`src/rtl/reg_delay_var.sv`:
```
// Stallable, flushable delay line with a run-time output tap.
// DEPTH stages each carry {valid, data}. The output is a mux over the registered stages,
// so the latency is tap_sel+1 cycles and there is no combinational input-to-output path.
module reg_delay_var #(
  parameter int unsigned DATA_WIDTH   = 18,
  parameter int unsigned DEPTH        = 2,
  parameter int unsigned ZERO_INVALID = 0,
  localparam int unsigned TAP_W       = (DEPTH > 1) ? $clog2(DEPTH) : 1
) (
  input  logic                  clk,
  input  logic                  reset,
  input  logic                  en,
  input  logic                  flush,
  input  logic [TAP_W-1:0]      tap_sel,
  input  logic [DATA_WIDTH-1:0] reg_in,
  input  logic                  valid_in,
  output logic [DATA_WIDTH-1:0] reg_out,
  output logic                  valid_out
);

  // Stage 0 is nearest the input.
  logic [DATA_WIDTH-1:0] r_data [DEPTH];
  logic [DEPTH-1:0]      r_valid;

  logic [TAP_W-1:0]      w_tap;
  logic [DATA_WIDTH-1:0] w_data;
  logic                  w_valid;

  // Stage registers: reset and flush clear everything, en shifts, otherwise hold.
  always_ff @(posedge clk) begin
    if (reset) begin
      for (int k = 0; k < DEPTH; k++) begin
        r_data[k] <= '0;
      end
      r_valid <= '0;
    end else if (flush) begin
      // The word presented alongside a flush is dropped.
      for (int k = 0; k < DEPTH; k++) begin
        r_data[k] <= '0;
      end
      r_valid <= '0;
    end else if (en) begin
      r_data[0]  <= reg_in;
      r_valid[0] <= valid_in;
      for (int k = 1; k < DEPTH; k++) begin
        r_data[k]  <= r_data[k-1];
        r_valid[k] <= r_valid[k-1];
      end
    end
  end

  // Tap select, clamped to the last stage when it points past the end.
  always_comb begin
    w_tap = tap_sel;
    if (DEPTH == 1) begin
      w_tap = '0;
    end else if (32'(tap_sel) >= DEPTH) begin
      w_tap = TAP_W'(DEPTH - 1);
    end
  end

  // Output mux; data optionally zeroed while the selected stage is invalid.
  always_comb begin
    w_data    = r_data[w_tap];
    w_valid   = r_valid[w_tap];
    valid_out = w_valid;
    reg_out   = w_data;
    if ((ZERO_INVALID != 0) && !w_valid) begin
      reg_out = '0;
    end
  end

endmodule

```
`config.mk`:
```
export PLATFORM = sky130hd
export DESIGN_NAME = reg_delay_var
export DESIGN_NICKNAME = d
export VERILOG_FILES = /design/src/rtl/reg_delay_var.sv
export SDC_FILE = /design/constraint.sdc
export NUM_CORES = 1
export LEC_CHECK = 0
export BUFFER_PORTS_ARGS = -buffer_cell sky130_fd_sc_hd__buf_2
export CAP_MARGIN = 5
export CORE_ASPECT_RATIO = 0.7
export CORE_UTILIZATION = 35
export DETAILED_ROUTE_END_ITERATION = 12
export PLACE_DENSITY = 0.66
export SYNTH_ARGS = -nofsm -noshare
export SYNTH_HDL_FRONTEND = slang
export SYNTH_SLANG_ARGS = --single-unit
```
`constraint.sdc`:
```
create_clock -name clk -period 2.13 [get_ports clk]
set_input_delay 0.213 -clock clk [delete_from_list [all_inputs] [get_ports clk]]
set_output_delay 0.213 -clock clk [all_outputs]
set_load 0.02 [all_outputs]
```
==> impl_metrics.py <==
metrics = {
    "outcome": {
        "status": "finished, final reports clean",
    },
    "power": {
        "p_sw_uw": 322,
        "power.total_mw": 1.50,
        "ir_drop_uv": 364,
        "switching_share": 0.214,
        "clkPwrFrac": 0.328,
        "p_leak_nw": 0.905,
        "combinationalPowerShare": 0.095,
        "internal-power_mw": 1.18,
        "pwr-share-seq": 0.577,
        "p_per_area_mw_per_mm2": 748,
    },
    "clock_network": {
        "cts_resized": 0,
        "clock-root-buffer": "clkbuf_8",
        "insertion_delay_ps": 280,
        "clockBufferDepth": 2,
        "cts_made_buffers": 5,
        "htree_levels": 2,
        "cts.sinks": 38,
        "cts-hold-fix-buffers": 0,
        "clk_transition_reported_paths_ps": 70,
        "post-cts-setup-buffers": 0,
        "cts_tree": "done",
    },
    "sta": {
        "hold_violations": 0,
        "worstMarginPinSlew_ps": 972,
        "finalWorstSetupSlack_ps": 761,
        "final-setup-viol-count": 0,
        "slew_headroom": 0.351,
        "clock.fmax_ghz": 0.730,
        "layout_min_cycle_time_ps": 1370,
        "fin_skew_ps": 4.93,
        "rsz0062_at_grt": "false",
        "finalMaxSlewViolations": 0,
        "post-route-period-util": 0.643,
        "setup_tns_ps": 0,
    },
    "die": {
        "io_pins": 43,
        "design.die.area_mm2": 0.00511,
        "fp-row-count": 20,
        "die_w_um": 85.0,
        "start_util": 0.377,
        "core_mm2": 0.00448,
        "fp.dieH_um": 60.1,
    },
    "placed_design": {
        "dpl_cell_area_mm2": 0.00192,
        "preCtsSetupSlack_ps": 495,
        "numPortBuffers": 42,
        "hpwl_um": 1820,
        "gp_congestion": 0.701,
    },
    "synth": {
        "syn_area_mm2": 0.00169,
        "avgSynthCellArea_um2": 16.2,
        "ys_types": 12,
        "synth.yosys.seq_area_share": 0.664,
        "yosysWarnings": 0,
        "syn_inst": 104,
        "postSynthNetCount": 128,
        "synth_seq_cells": 38,
    },
    "route": {
        "finalWirelength_um": 2740,
        "routed.top_layer": "met3",
        "route.met2.wl_um": 1170,
        "postRouteAntennaNets": 0,
        "met3_length_um": 198,
        "drt-initial-drc-count": 32,
        "remaining_drc_errors": 0,
        "drt_pass1_iterations": 4,
        "viasPerCell": 4.54,
        "vias": 926,
        "wl_met1_um": 1370,
        "wire_per_inst_um": 13.4,
    },
    "global_route": {
        "grt_antenna_before_repair": 0,
        "grt_remaining_overflow": 0,
        "grt_max_degree": 37,
        "grt_pass1_vias": 924,
        "gr-usage-all-layers": 0.120,
        "grt_pass1_wl_um": 4430,
    },
    "critical_path": {
        "criticalPathCategory": "input pin to primary output",
        "cp.arrival_ps": 1160,
        "cp.required_ps": 1920,
        "r2r_end": "r_data[1][12]$_SDFFCE_PN0P_",
        "critPathCapture": "reg_out[3]",
        "startpoint": "tap_sel",
        "path_max_fanout": 19,
        "critPathLaunchType": "input pin",
        "ff2ff_setup_slack_ps": 1310,
        "end_kind": "primary output",
        "reg2reg_depth": 1,
        "r2r-start": "r_data[0][12]$_SDFFCE_PN0P_",
    },
    "hold_path": {
        "holdCritPathClass": "input pin to register",
    },
    "finish": {
        "multi_input_area_um2": 522,
        "area_growth_pct": 19.1,
        "seq_area_mm2": 0.00112,
        "num-fill-cells": 429,
        "finalInstanceArea_mm2": 0.00201,
        "drive_gt1_frac": 0.604,
        "antenna_cells": 0,
        "fin_nets": 172,
    },
    "run": {
        "cap_viol_max_count": 0,
    },
}
==> registers in the layout (all words and copies together), names as in the netlist <==
| register | cells |
|---|---|
| r_valid | 2 |
| r_data | 36 |
==> synth_stat cells, drive strengths merged <==
master | instances | area [um^2]
mux2i | 2 | 20.0
and2 | 36 | 251
dfxtp | 2 | 40.0
buf | 5 | 46.3
nor3b | 1 | 18.8
mux2 | 19 | 214
edfxtp | 36 | 1080
nor3 | 2 | 10.0
or3 | 1 | 7.51
==> cell families after synthesis <==
family	share of synthesized area
multiplexers	0.139
flip-flops	0.664
buffers and inverters	0.0274
AND/OR/NAND/NOR	0.170
==> metal layers <==
layer  vias up  global-route usage
met3         0              0.0677
li1        457                   -
met2        33               0.180
met5         -                   0
met1       436               0.155
met4         0              0.0218
==> power groups by stage <==
| stage | sequential, mW | clock (mW) | combinational (mW) |
|---|---|---|---|
| after floorplan | 0.878 | 0 | 0.0964 |
| after global placement | 0.882 | 0 | 0.142 |
| after detailed placement | 0.885 | 0 | 0.145 |
| after CTS | 0.869 | 0.504 | 0.146 |
| after global routing | 0.873 | 0.543 | 0.155 |
| final | 0.868 | 0.494 | 0.143 |
==> how the worst min path moves through the flow <==
stage / from / end / cells after the start
detailed placement: reset / r_valid[0]$_SDFFE_PP0P_ / 2
finish: reset / r_valid[0]$_SDFFE_PP0P_ / 2
CTS: reset / r_valid[0]$_SDFFE_PP0P_ / 2
global route: reset / r_valid[0]$_SDFFE_PP0P_ / 2
global placement: reset / r_valid[1]$_SDFFE_PP0P_ / 2
floorplan: reset / r_valid[0]$_SDFFE_PP0P_ / 1
==> critical path: stages <==
cell    delay [ps]
buf_2          370
mux2_2         410
buf_2          160
==> cells in the final DEF (no fill, tap or decap) <==
master / n
buf_2: 42
edfxtp_1: 36
and2_2: 21
mux2_2: 19
and2_1: 15
clkbuf_8: 6
mux2i_1: 2
nor3_1: 2
clkbuf_1: 2
dfxtp_1: 2
or3_2: 1
nor3b_4: 1
==> cell type report <==
class	count	area share
Tap cell	55	0.0342
Sequential cell	38	0.557
Clock buffer	8	0.0448
Multi-Input combinational cell	61	0.259
Timing Repair Buffer	42	0.104
==> through the flow <==
| step | hold slack, ps | cells | util |
|---|---|---|---|
| 2_1_floorplan | 290 | 104 | - |
| 3_3_place_gp | 446 | 196 | 0.429 |
| 3_5_place_dp | 472 | 196 | 0.429 |
| 4_1_cts | 167 | 204 | 0.449 |
| 5_1_grt | 159 | 204 | 0.449 |
| 6_report | 172 | 204 | 0.449 |
No activity file was read; power rests on OpenSTA's default activity.
